File: src/rtl/bram_req_adapter.sv
// bram_req_adapter: valid/ready front end for a read-first block RAM, tracking read latency and
// returning one response per request through a credit-sized response FIFO.
module bram_req_adapter #(
  parameter int    RAM_WIDTH       = 32,
  parameter int    RAM_DEPTH       = 1024,
  parameter string RAM_PERFORMANCE = "HIGH_PERFORMANCE",
  localparam int   AW              = $clog2(RAM_DEPTH)
) (
  input  logic                 clka,
  input  logic                 rsta,
  input  logic                 req_valid,
  output logic                 req_ready,
  input  logic                 req_write,
  input  logic [AW-1:0]        req_addr,
  input  logic [RAM_WIDTH-1:0] req_wdata,
  output logic                 resp_valid,
  input  logic                 resp_ready,
  output logic [RAM_WIDTH-1:0] resp_rdata,
  output logic [AW-1:0]        bram_addra,
  output logic [RAM_WIDTH-1:0] bram_dina,
  output logic                 bram_wea,
  output logic                 bram_ena,
  output logic                 bram_regcea,
  output logic                 bram_rsta,
  input  logic [RAM_WIDTH-1:0] bram_douta
);
  localparam int LAT = (RAM_PERFORMANCE == "LOW_LATENCY") ? 1 : 2;
  localparam int BD  = LAT + 2;
  localparam int PW  = $clog2(BD);
  localparam int OW  = $clog2(BD + 1);
  logic [LAT-1:0]       vsr;
  logic [PW-1:0]        wp, rp;
  logic [OW-1:0]        occ, cnt;
  logic [RAM_WIDTH-1:0] mem [BD];
  logic                 req_fire, resp_fire, push;
  always_comb begin
    req_ready   = !rsta && (occ < OW'(BD));
    req_fire    = req_valid && req_ready;
    resp_valid  = cnt != '0;
    resp_fire   = resp_valid && resp_ready;
    push        = vsr[LAT-1];
    resp_rdata  = mem[rp];
    bram_ena    = req_fire;
    bram_wea    = req_fire && req_write;
    bram_addra  = req_addr;
    bram_dina   = req_wdata;
    bram_regcea = 1'b1;
    bram_rsta   = rsta;
  end
  // occ counts issued-but-unpopped responses, so the FIFO always has room for every push
  always_ff @(posedge clka or posedge rsta) begin
    if (rsta) begin
      vsr <= '0;
      wp  <= '0;
      rp  <= '0;
      occ <= '0;
      cnt <= '0;
    end else begin
      vsr <= LAT'({vsr, req_fire});
      occ <= occ + OW'(req_fire) - OW'(resp_fire);
      cnt <= cnt + OW'(push) - OW'(resp_fire);
      if (push) wp <= (wp == PW'(BD - 1)) ? '0 : wp + PW'(1);
      if (resp_fire) rp <= (rp == PW'(BD - 1)) ? '0 : rp + PW'(1);
    end
  end
  always_ff @(posedge clka) begin
    if (push) mem[wp] <= bram_douta;
  end
endmodule
File: config.mk
export PLATFORM = sky130hd
export DESIGN_NAME = bram_req_adapter
export DESIGN_NICKNAME = d
export VERILOG_FILES = /design/src/rtl/bram_req_adapter.sv
export SDC_FILE = /design/constraint.sdc
export NUM_CORES = 1
export LEC_CHECK = 0
export BUFFER_PORTS_ARGS = -buffer_cell sky130_fd_sc_hd__buf_2
export CAP_MARGIN = 20
export CORE_UTILIZATION = 56
export DETAILED_ROUTE_END_ITERATION = 16
export PLACE_DENSITY = 0.9
export SLEW_MARGIN = 20
export SYNTH_ARGS = -nofsm -noshare
export SYNTH_HDL_FRONTEND = slang
export SYNTH_SLANG_ARGS = --single-unit
File: constraint.sdc
create_clock -name clka -period 3.2 [get_ports clka]
set_clock_uncertainty 0.05 [all_clocks]
set_input_delay 0.32 -clock clka [delete_from_list [all_inputs] [get_ports clka]]
set_output_delay 0.32 -clock clka [all_outputs]
set_load 0.01 [all_outputs]
Word-level counts from Yosys, hierarchy flattened --
Memory sizes are Yosys's and may differ from the RTL's. Index checks and enable logic that the tools add are counted.
Storage, ports and cells: output and inout bits 80, logic and storage cells 25, register bits after elaboration 12, memories kept 1, bits of input ports 79, memory bits (writable) 128
Memories:
- mem | words 4, width 32, read ports 1, clocked after memory_dff 0, write ports 1, RTL line 34 | logic [RAM_WIDTH-1:0] mem [BD];
Cells by class: add/subtract/negate cells 6, equal/unequal tests 2, multiplexer cells 4, $lt $le $gt $ge 1, reduce and logical (&&, ||, !) cells 6
Operator list (number):
- $add A3 B1 Y3 | 2
- $sub A3 B1 Y3 | 2
- $add A2 B1 Y2 const B | 2
- $eq A2 B2 Y1 const B | 2
- $logic_and A1 B1 Y1 | 4
- $mux W2 | 2
- $lt A3 B3 Y1 const B | 1
- $reduce_bool A3 Y1 | 1
- $mux W1 | 2
- $logic_not A1 Y1 | 1

Longest topological paths before layout --
depth in word-level cells 5, depth in mapped cells 9, mapped depth without buffers 9

Worst setup path after synthesis --
No wires, ideal clock.
path type register -> register, start point reg cnt[2], end point reg occ[2], path buffers 0, period minus slack after synthesis 2.159 ns, setup time 0.123 ns, required time 3.027 ns, cell stages (with the launch flop) 9, arrival 1.986 ns, setup slack 1.041 ns, cell sequence dfrtp_1 o31ai_1 inv_1 ha_1 inv_1 ha_1 fa_1 xor2_1 xnor2_1
Between the ends: cells in the longest elaborated chain, start to end 3
Ends and longest elaborated chain:
- start, declared | RTL line 33 | logic [OW-1:0] occ, cnt;
- start signal, assigned | RTL line 61 | cnt <= cnt + OW'(push) - OW'(resp_fire);
- $reduce_bool A3 Y1 | RTL line 39 | resp_valid = cnt != '0;
- $logic_and A1 B1 Y1 | RTL line 40 | resp_fire = resp_valid && resp_ready;
- net resp_fire | RTL line 35 | logic req_fire, resp_fire, push;
- $sub A3 B1 Y3 | RTL line 60 | occ <= occ + OW'(req_fire) - OW'(resp_fire);
- end signal, assigned | RTL line 60
- end, declared | RTL line 33
The timed path passes the listed nets, and every way through them passes these cells. A chain may end at the register's enable or synchronous reset.

Final worst setup path --
start point reg rp[0], end point out resp_rdata[17]
Between the ends: cells in the longest elaborated chain, start to end 1
Ends and longest elaborated chain:
- start, declared | RTL line 32 | logic [PW-1:0] wp, rp;
- start signal, assigned | RTL line 63 | if (resp_fire) rp <= (rp == PW'(BD - 1)) ? '0 : rp + PW'(1);
- $mem_v2 Z4 W32
- end, declared | RTL line 18 | output logic [RAM_WIDTH-1:0] resp_rdata,
No other way between the ends.

==> flow_summary_export.csv <==
group,metric,value,unit
worst_setup_path,required,2830,ps
floorplanning,die_area,10500,sq um
synth,yosys_warnings,0,
worst_setup_path,path_class,"flop to output pin",
hold_path,hold_class,"primary input to flop",
routing,routed_via_density,5.32,
synth,synth_common_cells,"128 x edfxtp_1, 44 x buf_4, 28 x mux4_2",
floorplanning,row_count,36,
grt,grt_max_degree,35,
synth,syn_area_per_cell,21.1,sq um
floorplanning,core,9770,sq um
timing,finalSetupViolCount,0,
power_and_ir_drop,power_frac_seq,44.7,%
grt,track_usage,18.5,%
cells_and_area,syn_to_final_growth,18.1,%
grt,grt_pass1_wl,13.6,mm
floorplanning,initial_utilization,57.7,%
clock_tree,numCtsBuffers,17,
power_and_ir_drop,p_int,3990,uW
synth,yosysMostFrequentCell,"edfxtp_1",
clock_tree,cts_tree,"done",
synth,yosysSeqAreaShare,73.5,%
cells_and_area,diodes,0,
worst_setup_path,cp-end-kind,"output pin",
timing,rsz0062_at_grt,"no",
routing,routed_wirelength,8.69,mm
timing,maxSlewHeadroom,41.8,%
clock_tree,root_buffer,"clkbuf_8",
worst_setup_path,crit_arrival,2450,ps
synth,synth_edf_count,128,
floorplanning,die_w,102,um
routing,drt_iter0_markers,136,
cells_and_area,fill_cells,632,
synth,synth_top_cell_area_share,68.1,%
synth,async_reset_ff_share,8.57,%
cells_and_area,fin_util,68.2,%
clock_tree,htreeDepth,4,
power_and_ir_drop,swShare,26.6,%
synth,synthCells,268,
grt,antenna_found_initial,0,
status,status,"complete, no violations",
routing,firstDrtPassIters,4,
run,maxCapViolations,0,
timing,tightestPinTransition,873,ps
floorplanning,die_y,102,um
power_and_ir_drop,switching_power,1450,uW
clock_tree,path_clk_slew,60,ps
grt,grt_overflow,0,
synth,syn_nets,358,
power_and_ir_drop,combPwrFrac,22.4,%
routing,detail-route-antenna-nets,0,
clock_tree,cts_setup_buffers,0,
power_and_ir_drop,pwr-share-clk,32.9,%
synth,synth_cell_types,24,
placement,place_hpwl,5.22,mm
clock_tree,insertion_delay,500,ps
power_and_ir_drop,power_density,817,nW/um^2
timing,period_share,88.0,%
synth,synth_area_leaders,"edfxtp_1 68%, mux4_2 11%, buf_4 5.9%, dfrtp_1 5.3%, ha_1 2.0%",
power_and_ir_drop,peakVddDrop,0.416,mV
timing,slew_viol_final,0,
synth,yosys.area.top_type,"edfxtp_1",
routing,wire_per_inst,17.8,um
placement,gp_congestion,0.776,
worst_setup_path,crit_fanout,25,
synth,synthesis.area,5640,sq um
placement,port_buffers,73,
worst_setup_path,rrSetupSlack,880,ps
routing,route.vias.total,2596,
timing,fin_crit,2820,ps
worst_setup_path,startpoint_type,"flop",
routing,drc,0,
synth,ys.flop_type,"edfxtp_1",
timing,finalSetupTns,0,ps
cells_and_area,drive_above_1_share,39.7,%
timing,hold_viol_final,0,
grt,grt_pass1_vias,2703,
clock_tree,cts_sinks,140,
floorplanning,io_pins,159,
clock_tree,clock_path_buffers,2,
synth,synth-seq-cells,140,
cells_and_area,nets,432,
power_and_ir_drop,cellLeakagePower,0.00243,uW
timing,fmax,355,MHz
==> placed cells by master (no fill, tap or decap) <==
| master | instances |
|---|---|
| dfrtp_1 | 10 |
| edfxtp_1 | 128 |
| nor3b_1 | 1 |
| xnor2_1 | 3 |
| or3_1 | 1 |
| clkinv_2 | 4 |
| clkbuf_16 | 19 |
| buf_4 | 1 |
| or3b_2 | 1 |
| and2_2 | 4 |
| clkbuf_8 | 2 |
| conb_1 | 1 |
| xor2_1 | 1 |
| fa_1 | 2 |
| dfrtp_2 | 2 |
| o21ai_0 | 2 |
| and2_1 | 1 |
| nand2_1 | 1 |
| dlygate4sd3_1 | 33 |
| mux4_2 | 28 |
| buf_2 | 73 |
| ha_1 | 9 |
| clkinv_4 | 1 |
| o31ai_1 | 1 |
| mux4_1 | 4 |
| clkinvlp_4 | 1 |
| inv_1 | 12 |
| nor2_1 | 2 |
| clkbuf_1 | 2 |
| mux2_2 | 2 |
| inv_4 | 3 |
==> critical path: stages (launching register included) <==
cell	delay [ps]
dfrtp_2	860
buf_4	370
mux4_2	540
buf_2	150
==> sequential cells by signal, summed over array words and instances, names as in the netlist <==
name and count:
mem 128, wp 2, cnt 3, occ 3, rp 2, vsr 2
==> layout make-up <==
type	count	area, sq um	share of cell area [%]
Sequential cell	140	4150	62.2
Clock inverter	9	55.1	0.826
Multi-Input combinational cell	64	1040	15.6
Timing Repair Buffer	107	703	10.6
Clock buffer	23	510	7.66
Inverter	12	45.0	0.676
Tap cell	133	166	2.50
==> routing by layer <==
metal | routed length (um) | track usage, % | part of all wire (%)
met1 | 3430 | 23.0 | 39
met2 | 4550 | 29.1 | 52
met3 | 555 | 6.09 | 6.4
met4 | 156 | 10.4 | 1.8
met5 | 0 | 0 | 0
==> cell families (layout without fill, tap and decap cells) <==
family / after synthesis / in the layout / synth area share, %
adders and majority gates: 11 / 11 / 2.71
AOI/OAI and AO/OA: 3 / 3 / 0.311
xor gates and xnor gates: 4 / 4 / 0.621
DFF: 140 / 140 / 73.5
other: 1 / 1 / 0.0665
and+or+nand+nor: 11 / 11 / 1.15
muxes: 34 / 34 / 13.4
buffers and inverters: 64 / 151 / 8.25
==> path summary, 6_finish.rpt <==
check                           from        endpoint  depth (start not counted)
max in group asynchronous       rsta           rp[1]                          3
hold / removal             req_valid          vsr[0]                          2
setup reg to reg              cnt[1]          cnt[2]                          9
hold reg to reg               vsr[0]          vsr[1]                          0
setup / recovery               rp[0]  resp_rdata[17]                          3
min in group asynchronous       rsta          cnt[0]                          3
==> power groups by stage <==
stage	combinational, uW	clock [uW]	sequential, uW
2_1_floorplan	1110	0	2290
3_3_place_gp	1170	0	2470
3_5_place_dp	1210	0	2490
4_1_cts	1240	1830	2450
5_1_grt	1360	1900	2480
6_report	1220	1790	2440
==> timing repair <==
item,in CTS,in global routing
resized for setup,0,0
endpoints found under the hold margin,141,0
hold buffers,33,0
setup endpoints to repair,0,0
==> stage by stage <==
| step | cells | instance area, sq um | power, uW | hold WS [ps] | worst slack, ps |
|---|---|---|---|---|---|
| after floorplan | 268 | 5640 | 3400 | 135 | 1040 |
| after global placement | 423 | 5770 | 3640 | 288 | 866 |
| after detailed placement | 423 | 5770 | 3700 | 290 | 817 |
| after CTS | 488 | 6660 | 5520 | 55.1 | 280 |
| after global routing | 488 | 6660 | 5740 | 63.1 | 175 |
| final | 488 | 6660 | 5440 | 76.9 | 384 |
No activity file was read; power rests on OpenSTA's default activity.
